==> config.mk <==
export PLATFORM = sky130hd
export DESIGN_NAME = key_msg_sender_flat
export DESIGN_NICKNAME = d
export VERILOG_FILES = /design/src/rtl/key_msg_sender_if.sv /design/src/rtl/key_msg_sender.sv /design/src/flat_wrapper.sv
export SDC_FILE = /design/constraint.sdc
export NUM_CORES = 1
export LEC_CHECK = 0
export CAP_MARGIN = 20
export CORE_MARGIN = 10
export CORE_UTILIZATION = 51
export DETAILED_ROUTE_END_ITERATION = 10
export PLACE_DENSITY_LB_ADDON = 0.08
export SLEW_MARGIN = 15
export SYNTH_ARGS = -nofsm -noshare
export SYNTH_HDL_FRONTEND = slang
export SYNTH_SLANG_ARGS = --single-unit
==> constraint.sdc <==
create_clock -name clk -period 2.05 [get_ports clk]
set_input_delay 0.41 -clock clk [delete_from_list [all_inputs] [get_ports clk]]
set_output_delay 0.41 -clock clk [all_outputs]
set_load 0.005 [all_outputs]
==> src/rtl/key_msg_sender_if.sv <==
// Byte stream from the message sender to the UART transmitter.
// A byte moves on every cycle where tx_valid and tx_ready are both high.
interface key_msg_sender_if;
   logic       tx_valid;
   logic [7:0] tx_data;
   logic       tx_ready;

   modport master (
      output tx_valid,
      output tx_data,
      input  tx_ready
   );

   modport slave (
      input  tx_valid,
      input  tx_data,
      output tx_ready
   );
endinterface

==> src/rtl/key_msg_sender.sv <==
// Sends "20001029\r\n" over a byte stream on every accepted key press.
// One press can wait while a message is in flight, and an idle gap separates messages.
module key_msg_sender #(
   parameter int GAP_CYCLES = 16,
   parameter int MSG_LEN    = 10
) (
   input  logic                    clk,
   input  logic                    rst,
   input  logic                    key_flag,
   key_msg_sender_if.master        tx,
   output logic                    busy,
   output logic                    done,
   output logic [7:0]              msg_cnt
);

   typedef enum logic [1:0] {IDLE, SEND, GAP} state_e;

   localparam logic [3:0]  LAST_IDX = 4'(MSG_LEN - 1);
   localparam logic [15:0] GAP_LAST =
      16'((GAP_CYCLES > 0) ? GAP_CYCLES - 1 : 0);

   function automatic logic [7:0] rom(input logic [3:0] i);
      logic [7:0] b;
      case (i)
         4'd0:    b = 8'h32;
         4'd1:    b = 8'h30;
         4'd2:    b = 8'h30;
         4'd3:    b = 8'h30;
         4'd4:    b = 8'h31;
         4'd5:    b = 8'h30;
         4'd6:    b = 8'h32;
         4'd7:    b = 8'h39;
         4'd8:    b = 8'h0D;
         4'd9:    b = 8'h0A;
         default: b = 8'h00;
      endcase
      return b;
   endfunction

   state_e      state_q, state_d;
   logic [3:0]  idx_q, idx_d;
   logic [15:0] gap_q, gap_d;
   logic        pend_q, pend_d;
   logic        valid_q, valid_d;
   logic [7:0]  data_q, data_d;
   logic        busy_q, busy_d;
   logic        done_q, done_d;
   logic [7:0]  cnt_q, cnt_d;
   logic        hs;
   logic        gap_exit;

   always_comb begin
      state_d  = state_q;
      idx_d    = idx_q;
      gap_d    = gap_q;
      pend_d   = pend_q;
      valid_d  = valid_q;
      data_d   = data_q;
      cnt_d    = cnt_q;
      done_d   = 1'b0;
      hs       = valid_q & tx.tx_ready;
      gap_exit = (GAP_CYCLES == 0) || (gap_q == GAP_LAST);
      unique case (state_q)
         IDLE: begin
            if (key_flag) begin
               state_d = SEND;
               idx_d   = 4'd0;
               valid_d = 1'b1;
               data_d  = rom(4'd0);
            end
         end
         SEND: begin
            if (key_flag) pend_d = 1'b1;
            if (hs) begin
               if (idx_q == LAST_IDX) begin
                  state_d = GAP;
                  gap_d   = 16'd0;
                  valid_d = 1'b0;
                  data_d  = 8'h00;
                  done_d  = 1'b1;
                  cnt_d   = cnt_q + 8'd1;
               end else begin
                  idx_d  = idx_q + 4'd1;
                  data_d = rom(idx_q + 4'd1);
               end
            end
         end
         GAP: begin
            // A queued press wins; a press arriving on the exit cycle is then dropped
            if (gap_exit) begin
               if (pend_q || key_flag) begin
                  state_d = SEND;
                  pend_d  = 1'b0;
                  idx_d   = 4'd0;
                  valid_d = 1'b1;
                  data_d  = rom(4'd0);
               end else begin
                  state_d = IDLE;
               end
            end else begin
               gap_d = gap_q + 16'd1;
               if (key_flag) pend_d = 1'b1;
            end
         end
         default: state_d = IDLE;
      endcase
      busy_d = (state_d != IDLE);
   end

   always_ff @(posedge clk) begin
      if (rst) begin
         state_q <= IDLE;
         idx_q   <= 4'd0;
         gap_q   <= 16'd0;
         pend_q  <= 1'b0;
         valid_q <= 1'b0;
         data_q  <= 8'h00;
         busy_q  <= 1'b0;
         done_q  <= 1'b0;
         cnt_q   <= 8'd0;
      end else begin
         state_q <= state_d;
         idx_q   <= idx_d;
         gap_q   <= gap_d;
         pend_q  <= pend_d;
         valid_q <= valid_d;
         data_q  <= data_d;
         busy_q  <= busy_d;
         done_q  <= done_d;
         cnt_q   <= cnt_d;
      end
   end

   assign tx.tx_valid = valid_q;
   assign tx.tx_data  = data_q;
   assign busy        = busy_q;
   assign done        = done_q;
   assign msg_cnt     = cnt_q;

endmodule

==> src/flat_wrapper.sv <==
// flat-port wrapper written by rule: the top's interface ports become plain ports
module key_msg_sender_flat 
#(
   parameter int GAP_CYCLES = 16,
   parameter int MSG_LEN    = 10
)
  (clk, rst, key_flag, busy, done, msg_cnt, tx_tx_valid, tx_tx_data, tx_tx_ready);
  key_msg_sender_if tx_i ();
  input  logic clk;
  input  logic rst;
  input  logic key_flag;
  output logic busy;
  output logic done;
  output logic [7:0] msg_cnt;
  output wire logic [$bits(tx_i.tx_valid)-1:0] tx_tx_valid;
  output wire logic [$bits(tx_i.tx_data)-1:0] tx_tx_data;
  input wire logic [$bits(tx_i.tx_ready)-1:0] tx_tx_ready;
  assign tx_tx_valid = tx_i.tx_valid;
  assign tx_tx_data = tx_i.tx_data;
  assign tx_i.tx_ready = tx_tx_ready;
  key_msg_sender #(.GAP_CYCLES(GAP_CYCLES), .MSG_LEN(MSG_LEN)) u_core (.clk(clk), .rst(rst), .key_flag(key_flag), .tx(tx_i), .busy(busy), .done(done), .msg_cnt(msg_cnt));
endmodule
; ---- After elaboration in Yosys (flattened, before gate mapping)
; Memories as Yosys holds them, arrays and structs flattened.
; Index checks and enable logic that the tools add are counted.
[word_totals]
regBits = 42
mem_bits_ro = 96
inputBits = 4
out_inout_bits = 19
wordCells = 73
mem_count = 1
[op_classes]
n_addsub = 3
n_eq_ne = 12
muxes = 33
bitwise_logic = 3
n_reduce_logical = 12
[mem_list]
columns = name, depth, word_bits, rd, rd_clocked_by_memory_dff, wr, line
row1 = (name not given), 16, 6, 1, 0, 0, key_msg_sender.sv:24  ; case (i)
[ops]
columns = cell, count
row1 = 16-bit two-way mux, 3
row2 = 8-bit two-way mux, 5
row3 = 16-bit case mux with 2 select lines, 1
row4 = 8-bit case mux with 3 select lines, 1
row5 = 4-bit two-way mux, 5
row6 = 16-bit by 1-bit adder with 16-bit output (second input constant), 1
row7 = 16-bit by 4-bit == test with 1-bit output (second input constant), 1
row8 = 4-bit case mux with 3 select lines, 1
row9 = 6-bit AND reduction, 2
row10 = 1-bit two-way mux, 10
row11 = 8-bit by 1-bit adder with 8-bit output (second input constant), 1
row12 = 2-bit two-way mux, 4
row13 = 2-bit by 1-bit inequality test with 1-bit output (second input constant), 4
row14 = 2-bit inequality test (second input constant), 3
row15 = 2-bit case mux with 3 select lines, 1
row16 = 5-bit AND reduction, 1
row17 = 4-bit by 1-bit adder with 4-bit output (second input constant), 1
row18 = 4-bit == test (second input constant), 1
row19 = 4-bit AND reduction, 1
row20 = 2-bit nonzero test, 2
row21 = 3-bit inequality test (second input constant), 1
row22 = 1-bit case mux with 3 select lines, 1
row23 = 3-bit AND reduction, 1
row24 = 3-bit nonzero test, 1
row25 = other kinds (9), 10

; ---- Depth between registers and ports, before layout
; Gate-level depths: netlist of the first run.
[depth]
word_depth = 5
depth_mapped = 9
mapped_depth_nobuf = 7

; ---- Least setup slack after synthesis of the first run
; OpenSTA, ideal clock, no wires.
[synth_path]
path_kind = reg2reg
startpoint = register u_core.state_q[0]
endpoint = register u_core.gap_q[14]
setup_time_ps = 70
arrival_ps = 1957
t_required_ps = 1980
slack_ps = 23
stages_incl_launch_ff = 9
path_buffers = 1
period_less_slack_ps = 2027
cell_sequence = dfxtp_1 -> inv_1 -> ha_1 -> buf_2 -> inv_1 -> o22a_1 -> or4_4 -> or3_1 -> a21oi_1
[synth_via]
elab_chain_cells = 3
word_cells_on_any_way = 8
cone_classes = eq/ne (5) / mux (1) / reduce/logical (2)
[synth_rtl]
columns = item, line
row1 = "start, declared", key_msg_sender.sv:40  ; state_e state_q, state_d;
row2 = "start signal, assigned", key_msg_sender.sv:122  ; state_q <= state_d;
row3 = 2-bit == test / 2-bit by 1-bit == test with 1-bit output (equally long branches), key_msg_sender.sv:63  ; unique case (state_q)
row4 = "2-bit inequality test (no line), or another cell as far along", -
row5 = 4-bit AND reduction (no line), -
row6 = "end signal, assigned", key_msg_sender.sv:124  ; gap_q <= gap_d;
row7 = "end, declared", key_msg_sender.sv:42  ; logic [15:0] gap_q, gap_d;
; Parallel ways exist; a longest one is shown, timed or not.
; A chain may end at the register's enable or synchronous reset.

; ---- Final worst setup path of the first run
[layout_path]
startpoint = register u_core.gap_q[9]
endpoint = register u_core.idx_q[0]
[layout_via]
elab_chain_cells = 3
[layout_rtl]
columns = item, line
row1 = 16-bit by 4-bit == test with 1-bit output, key_msg_sender.sv:62  ; gap_exit = (GAP_CYCLES == 0) || (gap_q == GAP_LAST);
row2 = 2-bit by 1-bit inequality test with 1-bit output (no line), -
row3 = 6-bit AND reduction (no line), -
row4 = "end signal, assigned", key_msg_sender.sv:123  ; idx_q <= idx_d;
row5 = "end, declared", key_msg_sender.sv:41  ; logic [3:0] idx_q, idx_d;
; No other way between the ends.

==> impl_results.rst, run 1 <==
.. list-table::
   :header-rows: 1

   * - Metric
     - Value
   * - Critical Path End Type
     - flop
   * - Prevailing post-synth register cell
     - dfxtp_1
   * - Number of top-level design ports
     - 23
   * - Via count of the first global-routing pass
     - 1,841
   * - Routability-driven placement congestion ratio
     - roughly 0.87
   * - Share of the synthesized area in compound gates (AO/OA/AOI/OAI)
     - about 17%
   * - Post-detailed-route DRC marker count
     - 0
   * - Max-Cap Viols
     - 0
   * - Delay-heaviest family, CP
     - simple AND/OR/NAND/NOR gates
   * - Cell with the most instances after synthesis
     - dfxtp_1
   * - Post-detailed-routing wire length
     - 4.61 mm
   * - Horiz. Die Dim
     - ~85 um
   * - Clock Pin Slew Worst Setup and Hold Paths
     - approximately 0.080 ns
   * - Cells taking the most area after synthesis
     - dfxtp_1 (36%), ha_1 (6.9%), xnor2_1 (5.3%)
   * - Async S/R FF share, synth
     - 0%
   * - Main combinational cell family by area after synthesis
     - simple AND/OR/NAND/NOR gates
   * - Adder-cell share of the synthesized area
     - 6.94%
   * - Number of antenna violations at the first check in global routing
     - 0
   * - Yosys cell types
     - 52
   * - Row count
     - 23
   * - Synthesis-to-layout area growth
     - 26.0%
   * - Synth Cell Area
     - around 0.0022 mm2
   * - Classification of the worst-slack hold path
     - flop to flop
   * - Setup repair after global routing missed its margin
     - true
   * - Number of hold violations in the final report
     - 0
   * - Synth cell count leaders
     - dfxtp_1 (39), nor2_1 (26), nand3_1 (13), xnor2_1 (13)
   * - Layout net count
     - around 300
   * - Cell repeated most along the worst path
     - nor4_4
   * - Worst setup slack after placement
     - -0.164 ns
   * - Fraction of layout instances using a drive strength above 1
     - about 20%
   * - Kind of start point of the critical path
     - flop
   * - Crit Path Class
     - flop to flop
   * - Crit path launch
     - u_core.gap_q[9]$_SDFFE_PP0P_
   * - Xor and xnor area share after synthesis
     - under 10%
   * - Detailed-routing iteration count for the pre-antenna-repair pass
     - 4
   * - Arrival time of the worst setup path
     - 2.18 ns
   * - Worst clock skew
     - roughly 0.005 ns
   * - Total clock sinks
     - 39
   * - Status
     - completed
   * - Chip Height
     - 85.1 um
   * - Startpoint of the lowest-slack register-to-register path
     - u_core.gap_q[9]$_SDFFE_PP0P_
   * - Hold path startpoint
     - u_core.tx.tx_data[3]$_SDFFE_PP0P_
   * - I/O Buffers
     - 20
   * - Lkg Pwr
     - roughly 0.001 uW
   * - Yosys warning total
     - 0
   * - Simple-gate area share of the yosys netlist
     - 24.1%
   * - Buffers & Inverters on Critical Path
     - 0
   * - Largest stage delay on the critical path
     - between 0.4 and 0.5 ns
   * - Area fraction of the dominant cell type after synthesis
     - roughly 36%
   * - Power density over the cells
     - just over 600 mW/mm2
   * - Terminus of the critical flop-to-flop path
     - u_core.idx_q[0]$_SDFFE_PP0P_
   * - Critical path's slowest cell
     - or3_4
   * - Maximum number of pins on one net before global-route repair
     - 15
   * - Hold path endpoint
     - u_core.tx.tx_data[3]$_SDFFE_PP0P_
   * - Number of synthesized flops with an enable pin
     - 0
   * - Number of inserted diodes
     - 0
   * - H-tree depth reported by CTS
     - 2
   * - Average via count per standard cell
     - around 5.5
   * - Global-route usage over all layers
     - around an eighth
   * - Core Footprint
     - between 0.004 and 0.005 mm2
   * - Post-Syn Instances
     - 237
   * - Total via count in the routed design
     - around 1.8k
   * - TritonCTS Buffers
     - 5
   * - #FFs+latches synth
     - 39
   * - Fin crit period
     - 1.95 ns
   * - Maximum frequency from static timing analysis
     - a little over 0.5 GHz
   * - Peak supply drop
     - about 0.00037 V
   * - Data required, critical path
     - between 2 and 2.5 ns
   * - Cell chain of the critical path
     - nor4_4 > a41oi_4 > or3_4 > nor4_4 > mux2_2
   * - Reg2Reg Setup Slack
     - 0.10 ns
   * - Post-DR wirelength/cell
     - around 14 um
   * - GRT overflow
     - 0
   * - Cell count of the worst hold path
     - 1
   * - Portion of the post-synthesis area used by sequential elements
     - 36.1%
   * - Buffers from clock root to sink, at most
     - 2
   * - Clock root buffer
     - clkbuf_8
   * - Violation count after the first detailed-route iteration
     - 90
   * - Worst-case setup margin in the final layout
     - roughly 0.10 ns
   * - Final ANT Viol Nets
     - 0
   * - Initial core utilization
     - 53.3%
   * - Post-detail-place hpwl
     - between 3 and 4 mm
   * - DIE AREA
     - just over 0.007 mm2
   * - Proportion of synthesized area in mux cells
     - between 1.5 and 2%
   * - Design Power
     - 1690 uW
   * - Worst-path fanout max
     - 5
   * - Average footprint of a synthesized cell
     - a little over 9 um2
   * - Fin crit share
     - between 90% and 100%
   * - Largest area contributor in the synthesized netlist
     - dfxtp_1
   * - Clock tree from TritonCTS
     - built
   * - First-pass GRT wire length
     - roughly 8.1 mm
   * - Final max-slew violation count
     - 0
   * - Number of cells on the worst reg-to-reg path
     - 5
   * - Final-report setup violation count
     - 0
   * - Hold buffer count at cts
     - 0
   * - Clock latency on the worst-skew pair
     - just under 0.3 ns
[flip-flops by register name, summed over array words and instances, names as in the netlist]
signal,count
u_core.pend_q,1
u_core.msg_cnt,8
u_core.gap_q,16
u_core.busy,1
u_core.state_q,2
u_core.done,1
u_core.tx.tx_valid,1
u_core.tx.tx_data,5
u_core.idx_q,4
[timing repair]
action,in CTS,in global routing
endpoints found under the setup margin,0,8
gates resized for setup,0,8
buffers inserted,0,1
[report_power, final]
part           switching (uW)  internal (uW)
combinational            78.5           77.0
clock                     264            486
sequential               10.5            771
total                     353           1330
[layout make-up]
type | instances | area [um2]
tap | 50 | 62.6
inverter | 12 | 45.0
fill | 350 | 1330
clock inverter | 2 | 60.1
clock buffer | 6 | 72.6
sequential | 39 | 786
multi-input combinational | 175 | 1280
timing repair buffer | 49 | 418
[cells in the final DEF, fill, tap and decap left out, types with 4 or more instances in the layout]
cell             Yosys  routed
a21oi_1             12      11
a22o_1               4       4
buf_4                4      29
clkbuf_8             0       5
clkdlybuf4s50_1      0      20
dfxtp_1             39      35
dfxtp_2              0       4
ha_1                12      10
inv_1               12      12
nand2_1             12      12
nand3_1             13      13
nor2_1              26      26
nor3_1               7       7
nor4_4               4       4
o21ai_0             10       9
xnor2_1             13      13
xor2_1               8       8
[through the flow]
stage,cell area [um2],utilization (%),TNS [ns],hold slack [ns],std cells
after floorplan,2170,-,0,0.466,238
after global placement,2570,63.4,-0.433,0.458,324
after detailed placement,2570,63.4,-0.670,0.474,324
after CTS,2700,66.6,0,0.494,332
after global routing,2730,67.2,-0.0263,0.515,333
final,2730,67.2,0,0.482,333
[worst max path at each step]
stage                                        end  slack, ns  cells after the start
6_report            u_core.idx_q[0]$_SDFFE_PP0P_       0.10                      5
4_1_cts            u_core.gap_q[14]$_SDFFE_PP0P_       0.05                      7
3_5_place_dp       u_core.gap_q[14]$_SDFFE_PP0P_      -0.16                      6
5_1_grt        u_core.tx.tx_data[3]$_SDFFE_PP0P_      -0.01                      5
3_3_place_gp       u_core.gap_q[14]$_SDFFE_PP0P_      -0.12                      6
2_1_floorplan      u_core.gap_q[14]$_SDFFE_PP0P_       0.02                      8
[routing by layer]
layer	share of wire, %	global-route usage, %
met2	46	21.2
met3	5.5	4.49
met1	48	15.7
met5	0	0
met4	0.89	4.34
[cell families (layout without fill, tap and decap cells)]
logic type / after synthesis / in the layout
other: 1 / 2
muxes: 4 / 4
AOI/OAI and AO/OA: 49 / 49
adders and majority gates: 12 / 12
DFF: 39 / 39
buffers and inverters: 24 / 69
and+or+nand+nor: 87 / 87
xor gates and xnor gates: 21 / 21
(Power assumes the default switching activity.)
==> inputs of run 2 (changes only) <==
GPL_ROUTABILITY_DRIVEN = 0   (was not set)
==> results of run 2 <==
The final DEF is identical to that of run 1; final timing and power are the same.
